===== src/rtl/dtree_stream_wrapper.sv =====
// Serial-to-parallel wrapper around a combinational decision tree: packs features into feat_bus,
// samples the class after TREE_LAT settle cycles, returns it over valid/ready. Macro: DTREE_CLASS_HIST_EN.
module dtree_stream_wrapper #(
  parameter int N_FEAT   = 36,
  parameter int FEAT_W   = 8,
  parameter int CLASS_W  = 5,
  parameter int N_CLASS  = 16,
  parameter int TREE_LAT = 0,
  parameter int CNT_W    = 16
) (
  input  logic                      clk,
  input  logic                      rst,
  input  logic                      in_valid,
  output logic                      in_ready,
  input  logic [FEAT_W-1:0]         in_data,
  input  logic                      in_last,
  output logic [N_FEAT*FEAT_W-1:0]  feat_bus,
  input  logic [CLASS_W-1:0]        tree_class,
  output logic                      out_valid,
  input  logic                      out_ready,
  output logic [CLASS_W-1:0]        out_class,
  output logic                      out_err,
  output logic [CNT_W-1:0]          sample_cnt,
  output logic [1:0]                dbg_state
`ifdef DTREE_CLASS_HIST_EN
  ,
  input  logic [CLASS_W-1:0]        hist_idx,
  output logic [CNT_W-1:0]          hist_cnt
`endif
);

  // Handshakes: a transfer happens on a rising edge where valid and ready are both 1; in_ready and
  // out_valid are decoded from registered state only, so neither depends combinationally on its peer.
  localparam int IDX_W = (N_FEAT > 1) ? $clog2(N_FEAT) : 1;
  localparam logic [CLASS_W:0] LP_N_CLASS = (CLASS_W+1)'(N_CLASS);

  typedef enum logic [1:0] {ST_LOAD = 2'd0, ST_EVAL = 2'd1, ST_OUT = 2'd2} state_t;

  state_t                     r_state, w_next;
  logic [IDX_W-1:0]           r_idx;
  logic [7:0]                 r_wait;
  logic                       r_err;
  logic [N_FEAT*FEAT_W-1:0]   r_feat;
  logic [CLASS_W-1:0]         r_out_class;
  logic                       r_out_err;
  logic [CNT_W-1:0]           r_cnt;

  logic w_acc, w_full, w_done, w_ohs, w_illegal;

  assign w_acc     = in_valid && (r_state == ST_LOAD);
  assign w_full    = (r_idx == IDX_W'(N_FEAT-1));
  assign w_done    = w_acc && (in_last || w_full);
  assign w_ohs     = (r_state == ST_OUT) && out_ready;
  assign w_illegal = ({1'b0, tree_class} >= LP_N_CLASS);

  assign in_ready   = (r_state == ST_LOAD);
  assign out_valid  = (r_state == ST_OUT);
  assign feat_bus   = r_feat;
  assign out_class  = r_out_class;
  assign out_err    = r_out_err;
  assign sample_cnt = r_cnt;
  assign dbg_state  = r_state;

  always_ff @(posedge clk or posedge rst) begin
    if (rst) r_state <= ST_LOAD;
    else     r_state <= w_next;
  end

  always_comb begin
    w_next = r_state;
    case (r_state)
      ST_LOAD: if (w_done) w_next = ST_EVAL;
      ST_EVAL: if (r_wait == 8'd0) w_next = ST_OUT;
      ST_OUT:  if (out_ready) w_next = ST_LOAD;
      default: w_next = ST_LOAD;
    endcase
  end

  always_ff @(posedge clk or posedge rst) begin
    if (rst) begin
      r_idx       <= '0;
      r_wait      <= '0;
      r_err       <= 1'b0;
      r_feat      <= '0;
      r_out_class <= '0;
      r_out_err   <= 1'b0;
      r_cnt       <= '0;
    end else begin
      if (w_acc) begin
        r_feat[r_idx*FEAT_W +: FEAT_W] <= in_data;
        // An early in_last clears the tail so stale features never reach the tree.
        for (int k = 0; k < N_FEAT; k++) begin
          if (in_last && (k > int'(r_idx))) r_feat[k*FEAT_W +: FEAT_W] <= '0;
        end
        r_idx <= w_done ? '0 : r_idx + 1'b1;
        if (w_done) begin
          r_err  <= !(in_last && w_full);
          r_wait <= 8'(TREE_LAT);
        end
      end
      if (r_state == ST_EVAL) begin
        if (r_wait == 8'd0) begin
          r_out_class <= tree_class;
          r_out_err   <= r_err || w_illegal;
        end else begin
          r_wait <= r_wait - 8'd1;
        end
      end
      if (w_ohs) r_cnt <= r_cnt + 1'b1;
    end
  end

`ifdef DTREE_CLASS_HIST_EN
  logic [CNT_W-1:0] r_hist [N_CLASS];
  logic [CNT_W-1:0] r_hist_rd;

  always_ff @(posedge clk or posedge rst) begin
    if (rst) begin
      for (int c = 0; c < N_CLASS; c++) r_hist[c] <= '0;
      r_hist_rd <= '0;
    end else begin
      // Only clean results are counted; errored ones may carry an out-of-range class.
      for (int c = 0; c < N_CLASS; c++) begin
        if (w_ohs && !r_out_err && (r_out_class == CLASS_W'(c)) && (r_hist[c] != '1))
          r_hist[c] <= r_hist[c] + 1'b1;
      end
      r_hist_rd <= '0;
      for (int c = 0; c < N_CLASS; c++) begin
        if (hist_idx == CLASS_W'(c)) r_hist_rd <= r_hist[c];
      end
    end
  end

  assign hist_cnt = r_hist_rd;
`endif

endmodule


===== config.mk =====
export PLATFORM = sky130hd
export DESIGN_NAME = dtree_stream_wrapper
export DESIGN_NICKNAME = d
export VERILOG_FILES = /design/src/rtl/dtree_stream_wrapper.sv
export SDC_FILE = /design/constraint.sdc
export NUM_CORES = 1
export LEC_CHECK = 0
export BUFFER_PORTS_ARGS = -buffer_cell sky130_fd_sc_hd__buf_4
export CAP_MARGIN = 20
export CORE_ASPECT_RATIO = 0.5
export CORE_MARGIN = 8
export CORE_UTILIZATION = 50
export DETAILED_ROUTE_END_ITERATION = 10
export GPL_ROUTABILITY_DRIVEN = 0
export GPL_TIMING_DRIVEN = 0
export PLACE_DENSITY = 0.75
export RECOVER_POWER = 25
export SLEW_MARGIN = 10
export SYNTH_ARGS = -nofsm -noshare
export SYNTH_HDL_FRONTEND = slang
export SYNTH_SLANG_ARGS = --single-unit

===== constraint.sdc =====
create_clock -name clk -period 16.53 [get_ports clk]
set_input_delay 1.653 -clock clk [delete_from_list [all_inputs] [get_ports clk]]
set_output_delay 1.653 -clock clk [all_outputs]
set_load 0.1 [all_outputs]

* Word-level counts from Yosys, hierarchy flattened
Cells that the tools add are included.
** Storage, ports and cells
- Flip-flop bits (word level) :: 327
- Input port bits :: 18
- Output and inout bits :: 314
- Word-level logic and storage cells :: 148
** Cells by class
- $add $sub $neg :: 4
- Order comparisons :: 36
- Equality and inequality tests :: 6
- Shift operators :: 2
- Multiplexer cells :: 45
- Reductions and logical operators :: 47
** Operators by type and width (count)
- 8-bit two-way mux :: 39
- 288-bit bitwise mux :: 1
- 8-bit by 34-bit variable shift with 288-bit output (first input constant) :: 1
- 8-bit by 34-bit indexed part select with 288-bit output :: 1
- 5-bit by 6-bit greater-than comparator with 1-bit output (first input constant) :: 16
- 4-bit by 6-bit greater-than comparator with 1-bit output (first input constant) :: 8
- 1-bit logical AND :: 39
- 9-bit negation with 34-bit output :: 1
- 3-bit by 6-bit greater-than comparator with 1-bit output (first input constant) :: 4
- 6-bit greater-than comparator (first input constant) :: 4
- 16-bit by 1-bit adder with 16-bit output (second input constant) :: 1
- 2-bit by 6-bit greater-than comparator with 1-bit output (first input constant) :: 2
- 8-bit zero test :: 1
- 8-bit by 1-bit subtractor with 8-bit output (second input constant) :: 1
- 6-bit by 1-bit adder with 6-bit output (second input constant) :: 1
- 6-bit equality test (second input constant) :: 1
- 1-bit by 6-bit greater-than comparator with 1-bit output (first input constant) :: 1
- 2-bit two-way mux :: 3
- 6-bit two-way mux :: 1
- 2-bit by 1-bit inequality test with 1-bit output (second input constant) :: 3
- 2-bit one-hot mux with 3 select lines :: 1
- 5-bit >= comparator (second input constant) :: 1
- 2-bit AND reduction :: 2
- 3-bit AND reduction :: 1
- other kinds (5) :: 6

* Depth between registers and ports, before layout
- Depth after elaboration :: 7
- Gate-level depth with buffers :: 13
- Gate-level depth less buffers :: 8

* Least setup slack after synthesis
Ideal clock, no wire load.
- Kind :: register -> output
- Start :: reg r_state[1] (netlist: dbg_state[1])
- End :: out out_valid
- Arrival time :: 2.522 ns
- Required time :: 14.877 ns
- Path slack :: 12.355 ns
- Cell stages (with the launch flop) :: 2
- Path buffers :: 0
- Cell sequence :: dfrtp_1 nor2b_1
** Between the ends
- Longest elaborated chain between the ends :: 1
** Ends and longest elaborated chain
- start, declared :: line 39 : state_t r_state, w_next;
- start signal, assigned :: line 66 : else r_state <= w_next;
- 2-bit equality test :: line 57 : assign out_valid = (r_state == ST_OUT);
- end, declared :: line 19 : output logic out_valid,
No other way between the ends.

* Worst setup path in the final report
- Start :: reg r_idx[0]
- End :: reg r_feat[241] (netlist: feat_bus[241])
** Between the ends
- Longest elaborated chain between the ends :: 4
** Ends and longest elaborated chain
- start, declared :: line 40 : logic [IDX_W-1:0] r_idx;
- start signal, assigned :: line 95 : r_idx <= w_done ? '0 : r_idx + 1'b1;
- 9-bit negation with 34-bit output :: line 90 : r_feat[r_idx*FEAT_W +: FEAT_W] <= in_data;
- 8-bit by 34-bit indexed part select with 288-bit output / 8-bit by 34-bit variable shift with 288-bit output (equally long branches) :: line 90
- 288-bit bitwise mux :: line 90
- 8-bit two-way mux * :: line 93 : if (in_last && (k > int'(r_idx))) r_feat[k*FEAT_W +: FEAT_W] <= '0;
- end signal, assigned by index :: line 90
- end, declared :: line 43 : logic [N_FEAT*FEAT_W-1:0] r_feat;
Every way passes the cells marked *; elsewhere a longest branch is shown, timed or not.
A chain may end at the register's enable or synchronous reset.

==> impl_metrics.env <==
export IMPL_rsz0062_at_grt="false"
export IMPL_synth_top_cell_area_share_pct=59.4
export IMPL_final_fill_count=2122
export IMPL_worst_pin_slew_ns=3.80
export IMPL_worstPathArrival_ns=5.28
export IMPL_async_reset_ff_share_pct=100
export IMPL_drive_gt1_share_pct=27.1
export IMPL_clock_sinks=327
export IMPL_layout_area_seq_um2=8180
export IMPL_multiInputGateArea_um2=5210
export IMPL_drt_first_iter_violations=1515
export IMPL_synthTopCellsByCount="327 x dfrtp_1, 129 x a22o_1, 114 x nand2_1, 94 x o2bb2ai_1, 57 x clkbuf_1"
export IMPL_drv_cap=1
export IMPL_ys_ff_latch=327
export IMPL_vias=12300
export IMPL_fp_dieArea_um2=33400
export IMPL_crit_required_ns=17.00
export IMPL_avgSynthCellArea_um2=11.7
export IMPL_fin_setup_tns_ns=0
export IMPL_overflow=0
export IMPL_drc=0
export IMPL_status="finished with violations"
export IMPL_detailed_place_hpwl_um=36600
export IMPL_yosys_top_cells_area="dfrtp_1 59%, a22o_1 8.2%, o2bb2ai_1 6.0%"
export IMPL_synth_seq_area_share_pct=59.4
export IMPL_fmax_ghz=0.208
export IMPL_pwr_share_comb_pct=9.7
export IMPL_pwr_density_cell_nw_per_um2=98.0
export IMPL_cp_max_fo=10
export IMPL_seqPwrFrac_pct=46.7
export IMPL_worstSetupPathType="register to register"
export IMPL_port_buffers=325
export IMPL_hp_class="register to register"
export IMPL_start_util_pct=50.3
export IMPL_cts_tree="built"
export IMPL_numCtsBuffers=28
export IMPL_setup_viol=0
export IMPL_yosysWarnings=0
export IMPL_grt_usage_pct=29.2
export IMPL_violations="max-capacitance violations, max-slew violations"
export IMPL_avgViaCountPerCell=6.43
export IMPL_maxSlewViolCount=88
export IMPL_maxSlewHeadroom_pct=-155
export IMPL_post_cts_setup_buffers=0
export IMPL_finalNonFillerCells=1912
export IMPL_grt_start_max_net_pins=122
export IMPL_clkPwrFrac_pct=43.6
export IMPL_grt_pass1_wl_um=77100
export IMPL_p_leak_nw=8.45
export IMPL_synth_nets=1199
export IMPL_wire_per_inst_um=26.4
export IMPL_ant_nets=0
export IMPL_syn_cell_area_um2=13800
export IMPL_path_clk_slew_ns=0.08
export IMPL_p_switching_w=0.000441
export IMPL_antenna_found_initial=0
export IMPL_hold_buffers=0
export IMPL_die_w_um=251
export IMPL_ir_worst_vdd_mv=0.0760
export IMPL_synth_cells=1174
export IMPL_hold_violations=0
export IMPL_root_buffer="clkbuf_16"
export IMPL_drtPass1Iterations=7
export IMPL_clk_latency_ns=0.56
export IMPL_final_net_count=1559
export IMPL_area_growth_pct=29.2
export IMPL_final_util_pct=64.9
export IMPL_routed_wl_um=50400
export IMPL_synthFlopType="dfrtp_1"
export IMPL_clk_path_buf_depth=3
export IMPL_first_global_vias=12400
export IMPL_yosysMostFrequentCell="dfrtp_1"
export IMPL_cts_resized=0
export IMPL_synth_edf_count=0
export IMPL_fin_hold_ws_ns=0.485
export IMPL_die_h_um=133
export IMPL_period_share_pct=29.1
export IMPL_swShare_pct=25.3
export IMPL_internal_power_w=0.00130
export IMPL_yosysTopAreaCell="dfrtp_1"
export IMPL_ios=332
export IMPL_htree_levels=1
export IMPL_dp_cells=1862
export IMPL_final_period_minus_worst_setup_slack_ns=4.81
export IMPL_synth_cell_types=67
export IMPL_diodes=0
export IMPL_startpoint_type="register"
export IMPL_rows=43
export IMPL_finalClockSkew_ns=0.0137
export IMPL_cp_end_kind="register"
export IMPL_core_region_area_um2=27400
power by group through the flow:
stage / clock network, W / logic [W] / registers (W)
after global placement: 0 / 0.000160 / 0.000829
after detailed placement: 0 / 0.000164 / 0.000829
final: 0.000760 / 0.000168 / 0.000814
after global routing: 0.000801 / 0.000175 / 0.000814
after floorplan: 0 / 0.0000642 / 0.000877
after CTS: 0.000767 / 0.000164 / 0.000813
cells in the final DEF, fill, tap and decap left out, types with 8 or more instances in the layout:
cell	count
o31ai_1	14
a32o_1	38
nand2_1	114
inv_1	20
xnor2_1	13
mux2_2	14
buf_2	12
nor4_1	8
nand3_1	23
buf_1	9
o2bb2ai_1	94
a22o_1	129
a21oi_1	24
bufinv_16	8
or3_1	12
nor2b_1	12
clkbuf_1	65
clkbuf_16	29
buf_4	320
nor3_1	27
and3_1	11
nor2_1	55
o21ai_0	29
dfrtp_1	327
o21ai_1	12
worst max-delay path, stage by stage (launching register included):
cell and delay [ns]:
dfrtp_1 0.36, clkbuf_1 0.38, clkbuf_1 0.41, buf_2 0.34
inv_1 0.12, ha_1 0.21, buf_4 0.17, nor3b_4 0.19
mux2i_1 0.90, clkbuf_1 0.60, nor3_1 0.09, o21ai_1 0.72
o2bb2ai_1 0.20
state kept, by name (all words and copies together) (netlist names):
name	flops
feat_bus	288
sample_cnt	16
r_wait	8
r_idx	6
out_class	5
dbg_state	2
out_err	1
r_err	1
final cells by class:
cell class	instances	area share [%]
multi-input cells	748	29.3
inverters	21	0.450
well taps	360	2.53
clock buffers	34	4.41
plain buffers	78	1.76
clock inverters	14	1.53
flip-flops and latches	327	46.0
repair buffers	330	14.0
logic make-up after synthesis:
logic type | Yosys count | synth area share [%]
adder cells (fa/ha/maj) | 7 | 0.636
XOR/XNOR | 20 | 1.27
AO/OA/AOI/OAI | 374 | 22.0
multiplexers | 19 | 1.51
buffers and inverters | 99 | 2.85
flip-flops | 327 | 59.4
AND/OR/NAND/NOR | 328 | 12.2
worst paths after layout:
check | startpoint | end | slack, ns | depth (start not counted)
max | r_idx[0]$_DFFE_PP0P_ | feat_bus[241]$_DFFE_PP0P_ | 11.72 | 12
min | sample_cnt[15]$_DFFE_PP0P_ | sample_cnt[15]$_DFFE_PP0P_ | 0.49 | 1
max reg2reg | r_idx[0]$_DFFE_PP0P_ | feat_bus[241]$_DFFE_PP0P_ | 11.72 | 12
min reg2reg | sample_cnt[15]$_DFFE_PP0P_ | sample_cnt[15]$_DFFE_PP0P_ | 0.49 | 1
max in group asynchronous | rst | feat_bus[57]$_DFFE_PP0P_ | 12.17 | 4
min in group asynchronous | rst | out_class[4]$_DFFE_PP0P_ | 2.22 | 2
per-stage QoR:
step | setup WS (ns) | instance area (um^2) | power, W
floorplan | 5.82 | 13800 | 0.000941
global placement | 3.11 | 16700 | 0.000989
detailed placement | 12.01 | 16700 | 0.000992
CTS | 12.02 | 17800 | 0.00174
global route | 11.54 | 17800 | 0.00179
finish | 11.72 | 17800 | 0.00174
routing by layer:
layer  GRT usage (%)  routed length, um  up-vias
met4            11.8               2550        0
met5               0                  0        -
met1            38.5              19900     6237
li1                -                  -     5137
met2            45.3              23000      743
met3            8.34               4940      173
No activity file was read; power rests on OpenSTA's default activity.
